$ cat config.mk
export PLATFORM = sky130hd
export DESIGN_NAME = pipeline_hazard_ctrl_flat
export DESIGN_NICKNAME = d
export VERILOG_FILES = /design/src/rtl/pipeline_hazard_ctrl_if.sv /design/src/rtl/pipeline_hazard_ctrl.sv /design/src/flat_wrapper.sv
export SDC_FILE = /design/constraint.sdc
export NUM_CORES = 1
export LEC_CHECK = 0
export BUFFER_PORTS_ARGS = -buffer_cell sky130_fd_sc_hd__buf_2
export CORE_UTILIZATION = 35
export DETAILED_ROUTE_END_ITERATION = 16
export GPL_TIMING_DRIVEN = 0
export PLACE_DENSITY = 0.6
export SLEW_MARGIN = 20
export SYNTH_ARGS = -nofsm -noshare
export SYNTH_HDL_FRONTEND = slang
export SYNTH_SLANG_ARGS = --single-unit
export TNS_END_PERCENT = 20
$ cat constraint.sdc
create_clock -name clk -period 2.5 [get_ports clk]
set_input_delay 0.625 -clock clk [delete_from_list [all_inputs] [get_ports clk]]
set_output_delay 0.625 -clock clk [all_outputs]
set_load 0.005 [all_outputs]
$ cat src/rtl/pipeline_hazard_ctrl_if.sv
// Hazard-control bus between the 5-stage pipeline datapath and the hazard controller.
// The datapath (master) reports decode/execute/memory status and receives the
// stall/flush controls plus performance/error status from the controller (slave).
interface pipeline_hazard_ctrl_if #(
  parameter int unsigned CNT_W = 16
);
  // Decode-stage operand usage
  logic [4:0]       F_D_rs1_index;
  logic [4:0]       F_D_rs2_index;
  logic             F_D_rs1_used;
  logic             F_D_rs2_used;
  // Execute-stage status
  logic [4:0]       D_E_rd_index;
  logic             D_E_is_load;
  logic             E_branch_taken;
  // Memory-stage handshake
  logic             dmem_req;
  logic             dmem_ready;
  // Pipeline controls
  logic             stall_F;
  logic             stall_D;
  logic             stall_E;
  logic             stall_M;
  logic             flush_F;
  logic             flush_D;
  // Status
  logic             mem_timeout_err;
  logic [CNT_W-1:0] stall_cycles;
  logic [CNT_W-1:0] flush_events;

  modport master (
    output F_D_rs1_index, F_D_rs2_index, F_D_rs1_used, F_D_rs2_used,
    output D_E_rd_index, D_E_is_load, E_branch_taken,
    output dmem_req, dmem_ready,
    input  stall_F, stall_D, stall_E, stall_M, flush_F, flush_D,
    input  mem_timeout_err, stall_cycles, flush_events
  );

  modport slave (
    input  F_D_rs1_index, F_D_rs2_index, F_D_rs1_used, F_D_rs2_used,
    input  D_E_rd_index, D_E_is_load, E_branch_taken,
    input  dmem_req, dmem_ready,
    output stall_F, stall_D, stall_E, stall_M, flush_F, flush_D,
    output mem_timeout_err, stall_cycles, flush_events
  );
endinterface

$ cat src/rtl/pipeline_hazard_ctrl.sv
// Hazard-resolution controller: generates stall/freeze/flush for hazards the
// forwarding network cannot cover (load-use, data-memory wait, taken redirect),
// with saturating stall/flush counters and a sticky memory-timeout error.
module pipeline_hazard_ctrl #(
  parameter int unsigned MEM_TIMEOUT = 255,
  parameter int unsigned WAIT_W      = 8,   // must be wide enough to hold MEM_TIMEOUT
  parameter int unsigned CNT_W       = 16
) (
  input  logic                  clk,
  input  logic                  rst,        // asynchronous, active low
  pipeline_hazard_ctrl_if.slave hz
);

  localparam logic [0:0]        StRun      = 1'b0;
  localparam logic [0:0]        StMemWait  = 1'b1;
  localparam logic [WAIT_W-1:0] TimeoutVal = WAIT_W'(MEM_TIMEOUT);
  localparam logic [CNT_W-1:0]  CntMax     = {CNT_W{1'b1}};
  localparam logic [CNT_W-1:0]  CntOne     = CNT_W'(1);

  logic [0:0]        state_q, state_d;
  logic [WAIT_W-1:0] wait_cnt_q, wait_cnt_d;
  logic              err_q, err_d;
  logic [CNT_W-1:0]  stall_cnt_q, stall_cnt_d;
  logic [CNT_W-1:0]  flush_cnt_q, flush_cnt_d;

  logic timeout_hit;
  logic mem_done;
  logic freeze;
  logic rs1_hit, rs2_hit, load_use;
  logic stall_f, stall_d, stall_e, stall_m, flush_f, flush_d;

  // Waiting on memory ends on ready; a dropped request also ends the wait.
  assign mem_done    = hz.dmem_ready | ~hz.dmem_req;
  assign timeout_hit = (state_q == StMemWait) && (wait_cnt_q == TimeoutVal);

  // Load-use: decode reads the register a load in execute is about to write.
  // x0 is hard-wired zero, so it can never carry a dependency.
  assign rs1_hit  = hz.F_D_rs1_used && (hz.F_D_rs1_index == hz.D_E_rd_index);
  assign rs2_hit  = hz.F_D_rs2_used && (hz.F_D_rs2_index == hz.D_E_rd_index);
  assign load_use = hz.D_E_is_load && (hz.D_E_rd_index != 5'd0) && (rs1_hit || rs2_hit);

  // Freeze the whole pipeline while the memory stage is waiting; the ready
  // cycle itself is never frozen so a single-cycle access adds no latency.
  always_comb begin
    freeze = 1'b0;
    unique case (state_q)
      StRun:     freeze = hz.dmem_req & ~hz.dmem_ready;
      StMemWait: freeze = ~mem_done & ~timeout_hit;
      default:   freeze = 1'b0;
    endcase
  end

  // FSM next state, wait counter and sticky timeout error.
  always_comb begin
    state_d    = state_q;
    wait_cnt_d = wait_cnt_q;
    err_d      = err_q;
    unique case (state_q)
      StRun: begin
        if (hz.dmem_req && !hz.dmem_ready) begin
          state_d    = StMemWait;
          wait_cnt_d = '0;
        end
      end
      StMemWait: begin
        if (mem_done) begin
          state_d = StRun;
        end else if (timeout_hit) begin
          // Forced release: let the pipeline move and flag the error.
          state_d = StRun;
          err_d   = 1'b1;
        end else begin
          wait_cnt_d = wait_cnt_q + 1'b1;
        end
      end
      default: begin
        state_d    = StRun;
        wait_cnt_d = '0;
      end
    endcase
  end

  // Prioritised control outputs: freeze > redirect > load-use; all low in reset.
  always_comb begin
    stall_f = 1'b0;
    stall_d = 1'b0;
    stall_e = 1'b0;
    stall_m = 1'b0;
    flush_f = 1'b0;
    flush_d = 1'b0;
    if (!rst) begin
      // Held inactive for the whole reset.
    end else if (freeze) begin
      // Pending redirect or load-use is held and acted on after the wait.
      stall_f = 1'b1;
      stall_d = 1'b1;
      stall_e = 1'b1;
      stall_m = 1'b1;
    end else if (hz.E_branch_taken) begin
      // The dependent instruction is killed, so load-use is moot.
      flush_f = 1'b1;
      flush_d = 1'b1;
    end else if (load_use) begin
      // One bubble; next cycle the load is in M and forwarding takes over.
      stall_f = 1'b1;
      stall_d = 1'b1;
      flush_d = 1'b1;
    end
  end

  // Saturating performance counters.
  always_comb begin
    stall_cnt_d = stall_cnt_q;
    flush_cnt_d = flush_cnt_q;
    if (stall_f && (stall_cnt_q != CntMax)) begin
      stall_cnt_d = stall_cnt_q + CntOne;
    end
    if (flush_f && (flush_cnt_q != CntMax)) begin
      flush_cnt_d = flush_cnt_q + CntOne;
    end
  end

  // State registers with asynchronous active-low reset.
  always_ff @(posedge clk or negedge rst) begin
    if (!rst) begin
      state_q     <= StRun;
      wait_cnt_q  <= '0;
      err_q       <= 1'b0;
      stall_cnt_q <= '0;
      flush_cnt_q <= '0;
    end else begin
      state_q     <= state_d;
      wait_cnt_q  <= wait_cnt_d;
      err_q       <= err_d;
      stall_cnt_q <= stall_cnt_d;
      flush_cnt_q <= flush_cnt_d;
    end
  end

  assign hz.stall_F         = stall_f;
  assign hz.stall_D         = stall_d;
  assign hz.stall_E         = stall_e;
  assign hz.stall_M         = stall_m;
  assign hz.flush_F         = flush_f;
  assign hz.flush_D         = flush_d;
  assign hz.mem_timeout_err = err_q;
  assign hz.stall_cycles    = stall_cnt_q;
  assign hz.flush_events    = flush_cnt_q;

endmodule

$ cat src/flat_wrapper.sv
// flat-port wrapper written by rule: the top's interface ports become plain ports
module pipeline_hazard_ctrl_flat 
#(
  parameter int unsigned MEM_TIMEOUT = 255,
  parameter int unsigned WAIT_W      = 8,                                             
  parameter int unsigned CNT_W       = 16
)
  (clk, rst, hz_F_D_rs1_index, hz_F_D_rs2_index, hz_F_D_rs1_used, hz_F_D_rs2_used, hz_D_E_rd_index, hz_D_E_is_load, hz_E_branch_taken, hz_dmem_req, hz_dmem_ready, hz_stall_F, hz_stall_D, hz_stall_E, hz_stall_M, hz_flush_F, hz_flush_D, hz_mem_timeout_err, hz_stall_cycles, hz_flush_events);
  pipeline_hazard_ctrl_if #(.CNT_W(CNT_W)) hz_i ();
  input  logic clk;
  input  logic rst;
  input wire logic [$bits(hz_i.F_D_rs1_index)-1:0] hz_F_D_rs1_index;
  input wire logic [$bits(hz_i.F_D_rs2_index)-1:0] hz_F_D_rs2_index;
  input wire logic [$bits(hz_i.F_D_rs1_used)-1:0] hz_F_D_rs1_used;
  input wire logic [$bits(hz_i.F_D_rs2_used)-1:0] hz_F_D_rs2_used;
  input wire logic [$bits(hz_i.D_E_rd_index)-1:0] hz_D_E_rd_index;
  input wire logic [$bits(hz_i.D_E_is_load)-1:0] hz_D_E_is_load;
  input wire logic [$bits(hz_i.E_branch_taken)-1:0] hz_E_branch_taken;
  input wire logic [$bits(hz_i.dmem_req)-1:0] hz_dmem_req;
  input wire logic [$bits(hz_i.dmem_ready)-1:0] hz_dmem_ready;
  output wire logic [$bits(hz_i.stall_F)-1:0] hz_stall_F;
  output wire logic [$bits(hz_i.stall_D)-1:0] hz_stall_D;
  output wire logic [$bits(hz_i.stall_E)-1:0] hz_stall_E;
  output wire logic [$bits(hz_i.stall_M)-1:0] hz_stall_M;
  output wire logic [$bits(hz_i.flush_F)-1:0] hz_flush_F;
  output wire logic [$bits(hz_i.flush_D)-1:0] hz_flush_D;
  output wire logic [$bits(hz_i.mem_timeout_err)-1:0] hz_mem_timeout_err;
  output wire logic [$bits(hz_i.stall_cycles)-1:0] hz_stall_cycles;
  output wire logic [$bits(hz_i.flush_events)-1:0] hz_flush_events;
  assign hz_i.F_D_rs1_index = hz_F_D_rs1_index;
  assign hz_i.F_D_rs2_index = hz_F_D_rs2_index;
  assign hz_i.F_D_rs1_used = hz_F_D_rs1_used;
  assign hz_i.F_D_rs2_used = hz_F_D_rs2_used;
  assign hz_i.D_E_rd_index = hz_D_E_rd_index;
  assign hz_i.D_E_is_load = hz_D_E_is_load;
  assign hz_i.E_branch_taken = hz_E_branch_taken;
  assign hz_i.dmem_req = hz_dmem_req;
  assign hz_i.dmem_ready = hz_dmem_ready;
  assign hz_stall_F = hz_i.stall_F;
  assign hz_stall_D = hz_i.stall_D;
  assign hz_stall_E = hz_i.stall_E;
  assign hz_stall_M = hz_i.stall_M;
  assign hz_flush_F = hz_i.flush_F;
  assign hz_flush_D = hz_i.flush_D;
  assign hz_mem_timeout_err = hz_i.mem_timeout_err;
  assign hz_stall_cycles = hz_i.stall_cycles;
  assign hz_flush_events = hz_i.flush_events;
  pipeline_hazard_ctrl #(.MEM_TIMEOUT(MEM_TIMEOUT), .WAIT_W(WAIT_W), .CNT_W(CNT_W)) u_core (.clk(clk), .rst(rst), .hz(hz_i));
endmodule
Word level (Yosys, flattened, before mapping)
Cells that the tools add are included.
- bits in read-only memories: 0
- RAM bits: 0
- word-level logic and storage cells: 58
- latch bits: 0
- memories: 0
- bits of input ports: 23
- register bits: 42
- output and inout port bits: 39
- bitwise logic cells: 8
- equality and inequality tests: 8
- shift operators: 0
- mux-type cells: 21
- reductions and logical operators: 13
- multipliers: 0
- order comparisons: 0
- add/sub/neg operators: 3
- divide/modulo/power cells: 0
- operators by type and width (cell ; count):
    $add 16x1->16 const B ; 2
    $ne 16x16->1 const B ; 2
    $mux 8 ; 3
    $pmux 8 s2 ; 1
    $mux 1 ; 15
    $eq 5x5->1 ; 2
    $add 8x1->8 const B ; 1
    $eq 8x8->1 const B ; 1
    $logic_and 1x1->1 ; 8
    $reduce_and 3->1 ; 2
    $not 1->1 ; 5
    $reduce_bool 5->1 ; 1
    $ne 2x2->1 const B ; 2
    $pmux 1 s2 ; 2
    $and 1x1->1 ; 2
    $ne 2x1->1 const B ; 1
    $logic_not 1->1 ; 1
    $logic_or 1x1->1 ; 1
    $or 1x1->1 ; 1

Logic depth before layout (Yosys ltp)
- depth in word-level cells: 9
- gate-level depth with buffers: 8
- mapped depth without buffers: 7

Least setup slack after synthesis
No wires, ideal clock.
- kind: input to output
- from: in hz_D_E_rd_index[1]
- to: out hz_stall_F
- path slack: 0.164 ns
- data required time: 1.875 ns
- buffers on the path: 1
- stages on the path: 6
- data arrival time: 1.711 ns
- path through: or4_1 o21ai_2 nand2b_1 o21a_1 nor2_1 buf_4
- longest elaborated chain between the ends: 8
- elaborated cells between the ends (all ways): 12
- classes of those cells: eq/ne: 2; mux: 4; reduce/logical: 6
- ends and longest elaborated chain (element ; RTL line ; RTL):
    start, declared ; flat_wrapper.sv:16 ; input wire logic [$bits(hz_i.D_E_rd_index)-1:0] hz_D_E_rd_index;
    $eq 5x5->1, on equally long branches ; pipeline_hazard_ctrl.sv:38, pipeline_hazard_ctrl.sv:39 ;
    $logic_and 1x1->1, on equally long branches ; pipeline_hazard_ctrl.sv:38, pipeline_hazard_ctrl.sv:39 ;
    $logic_or 1x1->1 ; pipeline_hazard_ctrl.sv:40 ; assign load_use = hz.D_E_is_load && (hz.D_E_rd_index != 5'd0) && (rs1_hit || rs2_hit);
    $logic_and 1x1->1 * ; pipeline_hazard_ctrl.sv:40 ;
    $mux 1 * (4 in series) ; n/a ;
    end, declared ; flat_wrapper.sv:21 ; output wire logic [$bits(hz_i.stall_F)-1:0] hz_stall_F;
Every way passes the cells marked *; elsewhere a longest branch is shown, timed or not.

Worst setup path in the final report
- from: in hz_D_E_rd_index[2]
- to: out hz_stall_F
- longest elaborated chain between the ends: 8
- elaborated cells between the ends (all ways): 12
- classes of those cells: eq/ne: 2; mux: 4; reduce/logical: 6
- ends and longest elaborated chain (element ; RTL line ; RTL):
    $eq 5x5->1, on equally long branches ; pipeline_hazard_ctrl.sv:38, pipeline_hazard_ctrl.sv:39 ;
    $logic_and 1x1->1, on equally long branches ; pipeline_hazard_ctrl.sv:38, pipeline_hazard_ctrl.sv:39 ;
    $logic_or 1x1->1 ; pipeline_hazard_ctrl.sv:40 ;
    $logic_and 1x1->1 * ; pipeline_hazard_ctrl.sv:40 ;
    $mux 1 * ; pipeline_hazard_ctrl.sv:103 ; end else if (load_use) begin
    $mux 1 * ; pipeline_hazard_ctrl.sv:99 ; end else if (hz.E_branch_taken) begin
    $mux 1 * ; pipeline_hazard_ctrl.sv:93 ; end else if (freeze) begin
    $mux 1 * ; pipeline_hazard_ctrl.sv:91 ; if (!rst) begin
Marked as above.

==> impl_metrics.csv <==
group,metric,value,unit
status,status,"complete, but fails checks",
status,violations,"negative setup slack",
place,place_ws,-0.4605,ns
clocking,cts_tree,"built",
global_routing,grtUsageTotal,0.1504,
clocking,clock-sinks,42,
synth,synthAdderAreaFrac,0.01748,
drt,viasPerCell,4.850,
setup_path,crit_end,"hz_stall_F",
final_layout,fill_cells,559,
synth,ys_top_cells_by_area,"dfrtp_1, xnor2_1, xor2_1",
synth,synth_area,0.002147,mm²
drt,routedWlPerCell,12.78,µm
synth,yosysTopAreaCell,"dfrtp_1",
clocking,cts_buffer_depth,2,
global_routing,grt_pass1_wl,7.383,mm
setup_path,r2r_slack,0.29,ns
final_layout,multi_input_area,0.001077,mm²
clocking,clk_latency,0.29,ns
final_layout,final-seq-area,0.001051,mm²
setup_path,crit_path_cell_trace,"buf_8, or4_4, o21ai_4, nand2b_4, o21a_1, nor2_2, buf_4, buf_6",
setup_path,cp-startpoint,"hz_D_E_rd_index[2]",
timing,finalSetupViolCount,3,
floorplanning,start_util,0.3626,
timing,relSlewSlack,0.5584,
final_layout,final_common_cell,"buf_2",
clocking,root_buffer,"clkbuf_8",
power_and_ir_drop,vdd_ir_drop_max,0.0003820,V
floorplanning,die-width,80.32,µm
floorplanning,coreArea,0.005921,mm²
place,placed_area,0.002546,mm²
timing,finalCriticalPeriod,2.612,ns
timing,timing.final.ws_setup,-0.1124,ns
setup_path,rr_endpoint,"u_core.hz.flush_events[9]$_DFFE_PN0P_",
drt,ant_nets,0,
run,max_cap_violations,0,
final_layout,final_area,0.002781,mm²
hold_path,min_path_type,"primary input to async pin",
global_routing,antenna_found_initial,0,
drt,drt_iter0_markers,102,
synth,synthXorXnorAreaFrac,0.1795,
setup_path,worst-r2r-cell-count,8,
synth,synthSimpleGateAreaFrac,0.2261,
synth,synth-seq-cells,42,
synth,synth_top_area_share,0.4895,
drt,num_vias,1741,
timing,finClkSkew,0.005436,ns
clocking,cts_inserted_buffers,5,
synth,synth_top_family_by_area,"simple AND/OR/NAND/NOR gates",
setup_path,required,1.88,ns
timing,drv_slew,0,
timing,rsz0062_at_grt,"yes",
synth,muxShareOfSynthArea,0.01049,
floorplanning,die_y,80.32,µm
final_layout,antennaDiodeCount,0,
floorplanning,rows,28,
timing,tightest_slew,0.6584,ns
floorplanning,ioPinCount,62,
timing,max_freq,382.8,MHz
synth,synth-compound-area-share,0.04720,
setup_path,max_stage_delay,0.54,ns
synth,synth_warnings,0,
final_layout,final_cell_mix,"buf_2, dfrtp_1, xnor2_1, nand2_1, xor2_1",
setup_path,worstPathArrival,1.99,ns
final_layout,drive_gt1_frac,0.3275,
setup_path,rr_startpoint,"u_core.wait_cnt_q[1]$_DFFE_PN0P_",
global_routing,globalRouteOverflowTotal,0,
place,dp_hpwl,3.261,mm
place,routabilityCongestion,0.7729,
floorplanning,dieArea,0.006451,mm²
synth,syn_inst,209,
setup_path,crit_path_max_fanout,3,
final_layout,nets,309,
global_routing,grt_max_degree,46,
setup_path,slowest_stage,"or4_4",
setup_path,crit_path_start_kind,"primary input",
final_layout,syn_to_final_growth,29.55,%
clocking,cts_max_level,2,
power_and_ir_drop,power.density,637.5,mW/mm²
drt,drc,0,
global_routing,grt_pass1_vias,1592,
setup_path,critPathCaptureType,"primary output",
timing,period_share,1.045,
place,io_buffer_count,61,
clocking,clk_pin_slew,0.08,ns
timing,finalHoldViolCount,0,
drt,wl,4.589,mm
final_layout,post-route-util,0.4698,
power_and_ir_drop,p_leak,1.368,nW
synth,synth_nets,235,
setup_path,worstSetupPathType,"primary input to primary output",
synth,synth.distinct_cells,33,
timing,fin_tns_setup,-0.1973,ns
synth,synth.avg_cell_area,10.27,µm²
drt,drt_first_pass_iters,4,
synth,yosysSeqAreaShare,0.4895,
==> state kept, by name, indices dropped and copies added, names as in the netlist <==
register                   count
u_core.state_q                 1
u_core.hz.stall_cycles        16
u_core.hz.mem_timeout_err      1
u_core.hz.flush_events        16
u_core.wait_cnt_q              8
==> area by class of cell <==
type,count,area share
clock inverters,3,0.01439
repair buffers,67,0.1390
inverters,8,0.01080
plain buffers,4,0.01215
well taps,75,0.03374
flip-flops and latches,42,0.3779
multi-input cells,155,0.3873
clock buffers,5,0.02474
==> synthesized netlist by cell type <==
master    count
or3_1         1
xor2_1       17
a21o_1        1
nand3_1      14
a21oi_1       4
dfrtp_1      42
inv_1         8
nand4_2       1
nor4_2        2
nor4_1        5
a21oi_4       1
o21a_1        1
and4_1        2
a211oi_1      2
or3b_2        1
o22ai_1       1
nand2_1      23
mux2_1        1
nor3_2        1
ha_1          3
or4_1         1
nor3_1        9
xnor2_1      27
a41o_1        1
mux2_2        1
nor2_1       14
nand2b_1      3
nand4_1      10
o21ai_2       1
buf_6         1
buf_4         3
o21ai_0       2
and3_1        5
==> per-stage QoR <==
stage	hold WS, ns	cells	power, mW
floorplan	0.3294	209	1.067
global placement	0.4399	345	1.237
detailed placement	0.4438	345	1.246
CTS	0.3396	358	1.801
global route	0.2669	359	1.881
finish	0.2453	359	1.773
==> critical path, delay by kind of cell <==
family                 cells  cell delay, ns
AO/OA/AOI/OAI              2            0.29
buffers and inverters      3            0.34
AND/OR/NAND/NOR            3            0.74
==> how the worst min path moves through the flow <==
| stage | from | to | cells after the start |
|---|---|---|---|
| 6_report | rst | u_core.hz.mem_timeout_err$_DFFE_PN0P_ | 1 |
| 5_1_grt | rst | u_core.hz.flush_events[13]$_DFFE_PN0P_ | 1 |
| 4_1_cts | rst | u_core.hz.flush_events[13]$_DFFE_PN0P_ | 1 |
| 3_5_place_dp | u_core.hz.mem_timeout_err$_DFFE_PN0P_ | u_core.hz.mem_timeout_err$_DFFE_PN0P_ | 1 |
| 3_3_place_gp | u_core.hz.mem_timeout_err$_DFFE_PN0P_ | u_core.hz.mem_timeout_err$_DFFE_PN0P_ | 1 |
| 2_1_floorplan | rst | u_core.hz.flush_events[0]$_DFFE_PN0P_ | 0 |
==> metal layers <==
| metal | routed length, µm | up-vias | part of all wire | GRT usage |
|---|---|---|---|---|
| met5 | 0 | - | 0 | 0 |
| met3 | 204 | 2 | 0.044 | 0.03864 |
| met4 | 40 | 0 | 0.0087 | 0.04821 |
| met1 | 2065 | 836 | 0.45 | 0.1833 |
| li1 | - | 866 | - | - |
| met2 | 2279 | 37 | 0.50 | 0.2581 |
==> cells by family after synthesis <==
kind of cell / after synthesis
and+or+nand+nor: 92
muxes: 2
DFF: 42
adders and majority gates: 3
buffers and inverters: 12
AOI/OAI and AO/OA: 14
xor gates and xnor gates: 44
==> where the power goes <==
| group | switching (mW) | total (mW) | internal, mW | leakage (nW) |
|---|---|---|---|---|
| registers | 0.120 | 0.890 | 0.770 | 0.554 |
| logic | 0.171 | 0.358 | 0.187 | 0.756 |
| clock network | 0.231 | 0.525 | 0.294 | 0.0579 |
==> repair_timing <==
item	in CTS	in global routing
resized for setup	16	2
hold endpoints to repair	0	0
endpoints found under the setup margin	21	4
buffers inserted	5	1
pin swaps	9	4
hold buffers	0	0
Power figures use the tool's default switching activity.
